### config.mk
export PLATFORM = sky130hd
export DESIGN_NAME = seq_pattern_gen_flat
export DESIGN_NICKNAME = d
export VERILOG_FILES = /design/src/rtl/seq_pattern_gen_if.sv /design/src/rtl/seq_pattern_gen.sv /design/src/flat_wrapper.sv
export SDC_FILE = /design/constraint.sdc
export NUM_CORES = 1
export LEC_CHECK = 0
export CORE_ASPECT_RATIO = 1.4
export CORE_MARGIN = 5
export CORE_UTILIZATION = 35
export CTS_BUF_LIST = sky130_fd_sc_hd__clkbuf_4
export DETAILED_ROUTE_END_ITERATION = 16
export GPL_TIMING_DRIVEN = 0
export SETUP_SLACK_MARGIN = 0.5
export SYNTH_ARGS = -nofsm -noshare
export SYNTH_HDL_FRONTEND = slang
export SYNTH_SLANG_ARGS = --single-unit
### constraint.sdc
create_clock -name clk -period 4.8 [get_ports clk]
set_clock_uncertainty 0.05 [all_clocks]
set_input_delay 0.72 -clock clk [delete_from_list [all_inputs] [get_ports clk]]
set_output_delay 0.72 -clock clk [all_outputs]
set_load 0.005 [all_outputs]
### src/rtl/seq_pattern_gen_if.sv
// Serial pattern transmitter bus: request/operands in, serial stream and status pulses out.
// master drives the request side; slave is the transmitter.
interface seq_pattern_gen_if #(
    parameter int WIDTH = 8,
    parameter int LEN_W = 4,
    parameter int CNT_W = 4
);
    logic             start;
    logic [WIDTH-1:0] pattern;
    logic [LEN_W-1:0] len;
    logic [CNT_W-1:0] reps;
    logic [CNT_W-1:0] gap;
    logic             x;
    logic             x_valid;
    logic             busy;
    logic             done;
    logic             err;

    modport master (
        output start, pattern, len, reps, gap,
        input  x, x_valid, busy, done, err
    );

    modport slave (
        input  start, pattern, len, reps, gap,
        output x, x_valid, busy, done, err
    );
endinterface

### src/rtl/seq_pattern_gen.sv
// MSB-first serial pattern transmitter with repeat count and zero-gap; first bit one cycle after start.
// No backpressure: start is only sampled in IDLE, ignored while busy.
module seq_pattern_gen #(
    parameter int WIDTH = 8,
    parameter int LEN_W = 4,
    parameter int CNT_W = 4
) (
    input  logic              clk,
    input  logic              reset,
    seq_pattern_gen_if.slave  bus
);
    typedef enum logic [1:0] {IDLE, SHIFT, GAP, DONE} state_t;

    state_t           state;
    logic [WIDTH-1:0] pat_q;
    logic [LEN_W-1:0] len_q;
    logic [LEN_W-1:0] bit_idx;
    logic [CNT_W-1:0] gap_q;
    logic [CNT_W-1:0] rep_cnt;
    logic [CNT_W-1:0] gap_cnt;
    logic             x_q;
    logic             x_valid_q;
    logic             busy_q;
    logic             done_q;
    logic             err_q;
    logic             len_ok;

    assign len_ok = (bus.len != '0) && (bus.len <= LEN_W'(WIDTH));

    // Mux by equality so the index may be wider than the pattern needs.
    function automatic logic pick(input logic [WIDTH-1:0] p, input logic [LEN_W-1:0] idx);
        logic b;
        b = 1'b0;
        for (int i = 0; i < WIDTH; i++) begin
            if (LEN_W'(i) == idx) b = p[i];
        end
        return b;
    endfunction

    always_ff @(posedge clk or negedge reset) begin
        if (!reset) begin
            state     <= IDLE;
            pat_q     <= '0;
            len_q     <= '0;
            bit_idx   <= '0;
            gap_q     <= '0;
            rep_cnt   <= '0;
            gap_cnt   <= '0;
            x_q       <= 1'b0;
            x_valid_q <= 1'b0;
            busy_q    <= 1'b0;
            done_q    <= 1'b0;
            err_q     <= 1'b0;
        end else begin
            done_q <= 1'b0;
            err_q  <= 1'b0;
            case (state)
                IDLE: begin
                    if (bus.start) begin
                        if (len_ok) begin
                            pat_q     <= bus.pattern;
                            len_q     <= bus.len;
                            gap_q     <= bus.gap;
                            rep_cnt   <= (bus.reps == '0) ? CNT_W'(1) : bus.reps;
                            bit_idx   <= bus.len - LEN_W'(1);
                            x_q       <= pick(bus.pattern, bus.len - LEN_W'(1));
                            x_valid_q <= 1'b1;
                            busy_q    <= 1'b1;
                            state     <= SHIFT;
                        end else begin
                            err_q <= 1'b1;
                        end
                    end
                end
                SHIFT: begin
                    // bit_idx is the bit currently on x; rep_cnt includes the current repetition.
                    if (bit_idx != '0) begin
                        bit_idx <= bit_idx - LEN_W'(1);
                        x_q     <= pick(pat_q, bit_idx - LEN_W'(1));
                    end else if (rep_cnt != CNT_W'(1)) begin
                        rep_cnt <= rep_cnt - CNT_W'(1);
                        if (gap_q != '0) begin
                            gap_cnt <= gap_q;
                            x_q     <= 1'b0;
                            state   <= GAP;
                        end else begin
                            bit_idx <= len_q - LEN_W'(1);
                            x_q     <= pick(pat_q, len_q - LEN_W'(1));
                        end
                    end else begin
                        rep_cnt   <= '0;
                        x_q       <= 1'b0;
                        x_valid_q <= 1'b0;
                        done_q    <= 1'b1;
                        state     <= DONE;
                    end
                end
                GAP: begin
                    if (gap_cnt == CNT_W'(1)) begin
                        gap_cnt <= '0;
                        bit_idx <= len_q - LEN_W'(1);
                        x_q     <= pick(pat_q, len_q - LEN_W'(1));
                        state   <= SHIFT;
                    end else begin
                        gap_cnt <= gap_cnt - CNT_W'(1);
                    end
                end
                DONE: begin
                    busy_q <= 1'b0;
                    state  <= IDLE;
                end
                default: state <= IDLE;
            endcase
        end
    end

    assign bus.x       = x_q;
    assign bus.x_valid = x_valid_q;
    assign bus.busy    = busy_q;
    assign bus.done    = done_q;
    assign bus.err     = err_q;
endmodule

### src/flat_wrapper.sv
// flat-port wrapper written by rule: the top's interface ports become plain ports
module seq_pattern_gen_flat 
#(
    parameter int WIDTH = 8,
    parameter int LEN_W = 4,
    parameter int CNT_W = 4
)
  (clk, reset, bus_start, bus_pattern, bus_len, bus_reps, bus_gap, bus_x, bus_x_valid, bus_busy, bus_done, bus_err);
  seq_pattern_gen_if #(.WIDTH(WIDTH), .LEN_W(LEN_W), .CNT_W(CNT_W)) bus_i ();
  input  logic clk;
  input  logic reset;
  input wire logic [$bits(bus_i.start)-1:0] bus_start;
  input wire logic [$bits(bus_i.pattern)-1:0] bus_pattern;
  input wire logic [$bits(bus_i.len)-1:0] bus_len;
  input wire logic [$bits(bus_i.reps)-1:0] bus_reps;
  input wire logic [$bits(bus_i.gap)-1:0] bus_gap;
  output wire logic [$bits(bus_i.x)-1:0] bus_x;
  output wire logic [$bits(bus_i.x_valid)-1:0] bus_x_valid;
  output wire logic [$bits(bus_i.busy)-1:0] bus_busy;
  output wire logic [$bits(bus_i.done)-1:0] bus_done;
  output wire logic [$bits(bus_i.err)-1:0] bus_err;
  assign bus_i.start = bus_start;
  assign bus_i.pattern = bus_pattern;
  assign bus_i.len = bus_len;
  assign bus_i.reps = bus_reps;
  assign bus_i.gap = bus_gap;
  assign bus_x = bus_i.x;
  assign bus_x_valid = bus_i.x_valid;
  assign bus_busy = bus_i.busy;
  assign bus_done = bus_i.done;
  assign bus_err = bus_i.err;
  seq_pattern_gen #(.WIDTH(WIDTH), .LEN_W(LEN_W), .CNT_W(CNT_W)) u_core (.clk(clk), .reset(reset), .bus(bus_i));
endmodule
Word level (Yosys, flattened, before mapping)
Cells that the tools add are included.

word-level totals
  register bits after elaboration = 35
  input bits = 23
  output and inout bits = 5
  logic and storage cells = 143

cells by class
  add/sub/neg operators = 5
  order comparisons = 1
  equality and inequality tests = 36
  muxes and demuxes = 68
  reduce and logical (&&, ||, !) cells = 21

operator list
  cell                 count
  $mux 4               15
  $eq 3x4->1 const A   12
  $mux 1               40
  $eq 2x4->1 const A   6
  $sub 4x1->4 const B  5
  $logic_not 4->1      4
  $pmux 4 s2           2
  $eq 1x4->1 const A   3
  $mux 2               6
  $pmux 4 s3           1
  $reduce_and 4->1     3
  $reduce_bool 4->1    3
  $reduce_and 5->1     2
  $ne 2x1->1 const B   4
  $pmux 2 s4           1
  $ne 2x2->1 const B   3
  $reduce_and 3->1     2
  $reduce_and 6->1     1
  $reduce_bool 2->1    3
  $eq 2x2->1 const B   2
  $eq 4x1->1 const B   1
  $le 4x4->1 const B   1
  $ne 4x1->1 const B   1
  $pmux 1 s2           2
  other kinds (8)      8

Longest topological paths before layout
Gate-level depths: netlist of the first run.

  word-level depth = 14
  depth in mapped cells = 8

Worst setup path before layout of the first run
No wires, ideal clock.

  path type = in2reg
  from = input port bus_len[0]
  to = register u_core.bit_idx[2]
  library setup time = 125 ps
  data arrival time = 2041 ps
  required time = 4625 ps
  path slack = 2584 ps
  cell stages on the path = 7
  cells stage by stage = inv_1 -> ha_1 -> nand2b_4 -> xor2_2 -> a21boi_2 -> nor3_4 -> mux2_4

between the ends
  word-level cells in the longest chain between the ends = 4
  elaborated cells between the ends (all ways) = 9
  classes of those cells = add/sub (1); order compare (1); eq/ne (1); mux (3); reduce/logical (3)

RTL lines
  what                                            RTL line                                      RTL
  start, declared                                 flat_wrapper.sv:14                            input wire logic [$bits(bus_i.len)-1:0] bus_len;
  $sub 4x1->4 (tied with other cells)             seq_pattern_gen.sv:65                         bit_idx <= bus.len - LEN_W'(1);
  $mux 4 or $logic_and 1x1->1 (tied branches)     seq_pattern_gen.sv:60, seq_pattern_gen.sv:28
  $mux 4 or $ne 2x1->1 (tied branches)            -
  $pmux 4 s3 or $reduce_and 6->1 (tied branches)  -
  end signal, assigned                            seq_pattern_gen.sv:65
  end signal, assigned                            seq_pattern_gen.sv:78                         bit_idx <= bit_idx - LEN_W'(1);
  end signal, assigned                            seq_pattern_gen.sv:87                         bit_idx <= len_q - LEN_W'(1);
  end, declared                                   seq_pattern_gen.sv:17                         logic [LEN_W-1:0] bit_idx;

Parallel ways exist; a longest one is shown, timed or not. The select of a mux whose other input is x is not followed.
A chain may end at the register's enable or synchronous reset.

Final worst setup path of the first run
Ends and elaborated chain as after synthesis.

==> results of run 1 <==
state kept, by name, summed over array words and instances, names as in the netlist, 2 cells and up:
signal / flops
u_core.gap_cnt: 4
u_core.state: 2
u_core.len_q: 4
u_core.rep_cnt: 4
u_core.pat_q: 8
u_core.bit_idx: 4
u_core.gap_q: 4
cells in the final DEF, fill, tap and decap left out, drive strengths merged, types with 2 or more instances in the layout:
cell	Yosys	layout
a221o	2	2
mux2i	6	6
a21oi	13	13
nand2	17	17
clkdlybuf4s50	0	25
or3b	2	2
or3	2	2
dfrtp	35	35
nand3b	2	2
nand3	7	7
o221ai	4	4
a31oi	4	4
inv	20	20
o31ai	4	4
clkbuf	6	11
nor3	8	8
clkinv	0	2
xnor2	4	4
o22ai	2	2
o21ai	21	21
nor2	15	15
buf	6	7
nand2b	7	7
nor3b	3	3
mux2	18	18
a21boi	2	2
ha	20	20
o211ai	2	2
nor2b	2	2
stage by stage:
step	utilization (%)	instances	setup WS, ns
final	42.6	377	2.20
after global routing	42.6	377	2.10
after CTS	42.6	377	2.19
after detailed placement	41.9	370	1.83
after global placement	42.0	370	1.84
after floorplan	-	252	2.58
worst paths after layout:
check | slack (ns) | cells past startpoint | end | start
worst max register to register | 2.48 | 8 | u_core.gap_cnt[2] | u_core.bit_idx[0]
worst min register to register | 0.47 | 1 | u_core.bus.x_valid | u_core.bus.x_valid
min in group clk | 0.47 | 1 | u_core.bus.x_valid | u_core.bus.x_valid
max in group asynchronous | 3.78 | 1 | u_core.bit_idx[2] | reset
worst max-delay path | 2.20 | 8 | u_core.bit_idx[2] | bus_len[0]
worst min-delay path | 0.40 | 1 | u_core.gap_q[1] | reset
cells by family after synthesis:
group | after synthesis | synth area share, %
XOR/XNOR | 5 | 2.12
multiplexers | 25 | 12.0
buffers and inverters | 32 | 5.64
AND/OR/NAND/NOR | 72 | 16.6
AO/OA/AOI/OAI | 63 | 17.2
flip-flops | 35 | 36.2
adder cells (fa/ha/maj) | 20 | 10.3
layer usage:
metal | vias to the layer above | track usage (%) | wire [microns]
li1 | 959 | - | -
met1 | 949 | 15.5 | 2310
met2 | 31 | 26.8 | 3070
met3 | 11 | 2.17 | 168
met4 | 0 | 5.43 | 139
met5 | - | 0 | 0
cell type report:
class / count / area [sq um] / area share (%)
inverter: 20 / 75.1 / 2.65
timing repair buffer: 26 / 255 / 9.00
clock buffer: 5 / 37.5 / 1.32
tap: 92 / 115 / 4.06
multi-input combinational: 185 / 1410 / 49.6
buffer: 12 / 61.3 / 2.16
clock inverter: 2 / 8.76 / 0.309
sequential: 35 / 876 / 30.9
synthesized netlist by cell type (all sizes together):
| library cell | n | area [sq um] |
|---|---|---|
| dfrtp | 35 | 876 |
| o21ai | 21 | 109 |
| ha | 20 | 250 |
| inv | 20 | 75.1 |
| mux2 | 18 | 206 |
| nand2 | 17 | 63.8 |
| nor2 | 15 | 56.3 |
| a21oi | 13 | 65.1 |
| nor3 | 8 | 51.3 |
| nand2b | 7 | 51.3 |
| nand3 | 7 | 35.0 |
| buf | 6 | 37.5 |
| clkbuf | 6 | 23.8 |
| mux2i | 6 | 60.1 |
| a31oi | 4 | 25.0 |
| o221ai | 4 | 35.0 |
| o31ai | 4 | 35.0 |
| xnor2 | 4 | 35.0 |
| nor3b | 3 | 22.5 |
| a21boi | 2 | 18.8 |
| a221o | 2 | 20.0 |
| nand3b | 2 | 15.0 |
| nor2b | 2 | 12.5 |
| o211ai | 2 | 15.0 |
| o22ai | 2 | 12.5 |
| or3 | 2 | 12.5 |
| or3b | 2 | 17.5 |
| a21bo | 1 | 10.0 |
| a21o | 1 | 7.51 |
| a221oi | 1 | 8.76 |
| a22oi | 1 | 7.51 |
| a2bb2oi | 1 | 8.76 |
| a31o | 1 | 8.76 |
| a32oi | 1 | 8.76 |
| and2b | 1 | 7.51 |
| and3 | 1 | 6.26 |
| and4b | 1 | 10.0 |
| and4bb | 1 | 12.5 |
| mux4 | 1 | 22.5 |
| nand4 | 1 | 6.26 |
| nor4 | 1 | 12.5 |
| o221a | 1 | 11.3 |
| o31a | 1 | 8.76 |
| or2b | 1 | 7.51 |
| xor2 | 1 | 16.3 |
worst reg2reg max path: stages (launching register included):
cell and delay [ns]:
dfrtp_1 0.46, inv_1 0.14, ha_1 0.15, clkbuf_2 0.21, nand2b_1 0.12, o21ai_2 0.38, nand3_1 0.33, o21ai_0 0.25
o21ai_0 0.11
power by group through the flow:
stage	registers, W	clock network [W]	logic, W
global placement	0.000569	0	0.00103
finish	0.000566	0.000156	0.00105
detailed placement	0.000573	0	0.00104
floorplan	0.000536	0	0.000806
global route	0.000590	0.000168	0.00117
CTS	0.000567	0.000160	0.00105
==> metrics.md, run 1 <==
| Metric | Value |
|---|---|
| Outcome | finished, final reports clean |
| Crit Path Max Fanout | 5 |
| Port Buf Inserts | 26 |
| DR vias | around 2.0k |
| Synth-to-layout area growth | 17.2% |
| First-pass GRT wire length | 9650 microns |
| Pwr Total | roughly 0.0018 W |
| DP HPWL | 4380 microns |
| Sum Neg Setup Slack | 0 ns |
| Largest net degree at the start of global routing | 36 |
| Post-synthesis cell area | 2420 sq um |
| Yosys warnings | 0 |
| Core ar. | 6660 sq um |
| Gates resized, CTS repair | 0 |
| Leak | 1.21 nW |
| # IOs | 28 |
| Worst-Skew Late Latency | 0.35 ns |
| Final wirelength | ~5700 microns |
| Post-Syn Nets | ~300 |
| Worst VDD drop | 0.000229 V |
| Period utilization | 54.1% |
| Critical Path RT | approximately 5.0 ns |
| Hold_buf cts | 0 |
| Nets | around 330 |
| Sw power | 0.000789 W |
| Fin. Hold Viols | 0 |
| Die height | 108 microns |
| CP Class | input port to flip-flop |
| RSZ-0062 raised after global routing | false |
| Initial antenna violation count | 0 |
| Min cycle time layout | about 2.6 ns |
| Routed len/inst | 15.1 microns |
| Filler cell count | just under 700 |
| Initial Util | between 30 and 40% |
| Seq cells post-synth | 35 |
| Max incr delay on CP | between 0.5 and 0.6 ns |
| Max Buffers Root-to-Sink | 2 |
| Sw frac | 44.6% |
| Final ANT Viol Nets | 0 |
| Clock Tree Root | clkbuf_4 |
| CP cell instances | clkdlybuf4s50_1 -> inv_1 -> ha_1 -> nand2b_4 -> xor2_2 -> a21boi_2 -> nor3_4 -> mux2_4 |
| Syn avg cell area | 9.60 sq um |
| Worst Path Buf+Inv | 2 |
| Clock Sinks | 35 |
| CP Capture Type | flip-flop |
| Layout cell share with drive strength beyond 1 | 15.4% |
| Final max-slew violation count | 0 |
| Final setup viols | 0 |
| Chip width | around 80 microns |
| Crit-path leading delay family | buffers and inverters |
| # DRC | 0 |
| CTS tree | done |
| Pwr Density | 624 nW/um^2 |
| # H-tree levels | 2 |
| Hold Worst Slack | 0.401 ns |
| Clock transition at the registers of the reported paths | 0.11 ns |
| Final Wtd Congestion | between 0.8 and 0.9 |
| Vias in the first global route | 2047 |
| DR iter-0 viols | 130 |
| Flop pwr share | approximately 32% |
| Gate power share | 59.2% |
| # diodes | 0 |
| Critical Path Slowest Stage Cell | clkdlybuf4s50_1 |
| Sequential area share after synthesis | 36.2% |
| Max Freq | 385 MHz |
| Gr usage total | 14.2% |
| Via/cell ratio | about 5.2 |
| Cell count after synthesis | 252 |
| CTS Buf Count | 5 |
| Post-CTS Setup Bufs | 0 |
| Slew @ Worst Pin | slightly above 0.8 ns |
| GR Overflow Total | 0 |
| Max_cap viols | 0 |
| Site row count | 35 |
| Int Power | 0.000981 W |
| Synth unique cells | 53 |
| Arrival @ worst endpoint | ~2.8 ns |
| Placed cell area | ~2800 sq um |
| Hold WC Path Type | input port to async pin |
| Drt first pass iters | 4 |
| Die area | 8700 sq um |
| Clk pwr share | 8.8% |
| Layout Cell Area excl Fill | 2840 sq um |
| Startpoint class of the critical path | input port |
| Slew headroom | 45.4% |
Note: power is estimated with default switching activity, not from simulation.
==> inputs of run 2 (changes only) <==
clock period = 2.23 ns   (was 4.8 ns; I/O delays follow)
==> metrics.md, run 2 (same netlist as run 1, synthesis figures left out) <==
| Metric | Value |
|---|---|
| Max Freq | 546 MHz |
| Min cycle time layout | 1.83 ns |
| CP cell instances | inv_2 -> ha_4 -> buf_8 -> and4bb_2 -> a31o_4 -> nand3_2 -> o221a_4 -> o31ai_1 |
| Met1 GRT Util | 16.5% |
| Most common cell after layout, fill and taps aside | dfrtp_1 |
| Max Buffers Root-to-Sink | 2 |
| Fin. Hold Viols | 0 |
| Layout cell share with drive strength beyond 1 | 36.7% |
| Crit-path leading delay family | compound AO/OA/AOI/OAI gates |
| Worst setup margin | 0.398 ns |
| Slew headroom | 46.3% |
| DR vias | 2093 |
| Core ar. | 6660 sq um |
| Pwr Density | 1440 nW/um^2 |
| CTS Buf Count | 5 |
| Top reg by flops | u_core.pat_q |
| Final std cells w/o fill | 408 |
| DP HPWL | 4440 microns |
| Final max-slew violation count | 0 |
| Worst-Skew Late Latency | 0.34 ns |
| Final ANT Viol Nets | 0 |
| Period utilization | 82.1% |
| Most crowded layer after global routing | met2 |
| GR Overflow Total | 0 |
| Worst VDD drop | ~0.00060 V |
| DP Cell Count | 370 |
| DR iter-0 viols | 115 |
| Slew @ Worst Pin | around 0.81 ns |
| Final setup viols | 0 |
| Max_cap viols | 0 |
| Final wirelength | 6380 microns |
| Initial Util | between 30% and 40% |
| # DRC | 0 |
| Most frequent cells in the layout | dfrtp_1 (33), buf_4 (26), clkdlybuf4s50_1 (22) |
| Die area | 8700 sq um |
| Chip width | 80.3 microns |
| Port Buf Inserts | 26 |
| Die height | around 110 microns |
| Hold WC Path Type | input port to async pin |
| Largest net degree at the start of global routing | 36 |
| CTS tree | done |
| Max incr delay on CP | 0.45 ns |
| Crit Path Max Fanout | 5 |
| Sum Neg Setup Slack | 0 ns |
| First-pass GRT wire length | about 11000 microns |
| Startpoint class of the critical path | flip-flop |
| Initial antenna violation count | 0 |
| Leak | around 1.4 nW |
| Outcome | finished, final reports clean |
| # IOs | 28 |
| Site row count | 35 |
| Gr usage total | 15.8% |
| Arrival @ worst endpoint | 2.05 ns |
| Clock Sinks | 35 |
| RSZ-0062 raised after global routing | true |
| # diodes | 0 |
| Worst Path Buf+Inv | 2 |
| Critical Path RT | 2.45 ns |
| Via/cell ratio | 5.13 |
| Clock transition at the registers of the reported paths | 0.12 ns |
| Routed len/inst | roughly 16 microns |
| Vias in the first global route | 2248 |
| Global Route met3 Usage | 2.83% |
| Clock Tree Root | clkbuf_4 |
| Hold_buf cts | 0 |
| Met2 usage | between 20 and 30% |
| Nets | 358 |
| Final Wtd Congestion | 0.792 |
| Max FFs per register | 8 |
| CP Class | flip-flop to flip-flop |
| Synth-to-layout area growth | 40.4% |
| Finished Core Util | 51.0% |
| # H-tree levels | 2 |
| CP Capture Type | flip-flop |
| Drt first pass iters | 4 |
| Critical Path Slowest Stage Cell | dfrtp_2 |
| DP Worst Slack | -0.306 ns |
==> run 2: changes by cell type in the layout (fill, tap and decap cells not counted), moves of 4 or more <==
cell	before	now
buf_4	3	26
inv_2	0	9
buf_6	0	8
inv_1	20	11
o21ai_0	20	16
ha_4	0	5
ha_1	20	13
clkbuf_1	5	0
==> run 2: path summary, 6_finish.rpt <==
check                                        start            endpoint  slack, ns  cells after the start
worst min register to register  u_core.bus.x_valid  u_core.bus.x_valid       0.47                      1
worst max-delay path             u_core.bit_idx[0]        u_core.bus.x       0.40                      8
worst max register to register   u_core.bit_idx[0]        u_core.bus.x       0.40                      8
max in group asynchronous                    reset   u_core.bit_idx[0]       1.56                      1
worst min-delay path                         reset     u_core.gap_q[1]       0.02                      1
min in group clk                        bus_len[2]     u_core.len_q[2]       0.28                      2
==> run 2: what timing repair did <==
item / 4_1_cts / 5_1_grt
pin swaps: 8 / 13
endpoints found under the setup margin: 32 / 13
setup buffers: 18 / 10
resized for setup: 39 / 32
gates cloned: 2 / 0
==> run 2: through the flow <==
stage | instance area, sq um | hold slack (ns) | power (W)
2_1_floorplan | 2490 | -0.0111 | 0.00298
3_5_place_dp | 2860 | 0.432 | 0.00358
3_3_place_gp | 2870 | 0.444 | 0.00353
5_1_grt | 3400 | 0.0737 | 0.00530
6_report | 3400 | 0.0150 | 0.00489
4_1_cts | 3210 | 0.0452 | 0.00446
==> run 2: worst reg2reg max path: cells and delay by family, from the launching register on <==
family	cells	cell delay, ns
AO/OA/AOI/OAI	3	0.59
buffers and inverters	2	0.20
adder cells (fa/ha/maj)	1	0.15
flip-flops	1	0.45
AND/OR/NAND/NOR	2	0.32
==> run 2: routing by layer <==
layer,vias to the layer above,wire length (microns)
met5,-,0
li1,1026,-
met2,41,3510
met1,1013,2480
met3,13,193
met4,0,196
==> run 2: area by class of cell <==
| cell class | instances | area (sq um) |
|---|---|---|
| fillers | 645 | 3260 |
| multi-input cells | 185 | 1660 |
| flip-flops and latches | 35 | 878 |
| repair buffers | 56 | 492 |
| plain buffers | 12 | 119 |
| well taps | 92 | 115 |
| inverters | 20 | 75.1 |
| clock buffers | 5 | 37.5 |
| clock inverters | 3 | 15.0 |
==> run 2: where the power goes <==
group	leakage [nW]	internal, W	switching, W
Combinational	0.987	0.00174	0.00156
Clock	0.0347	0.000117	0.000228
Sequential	0.423	0.000945	0.000307
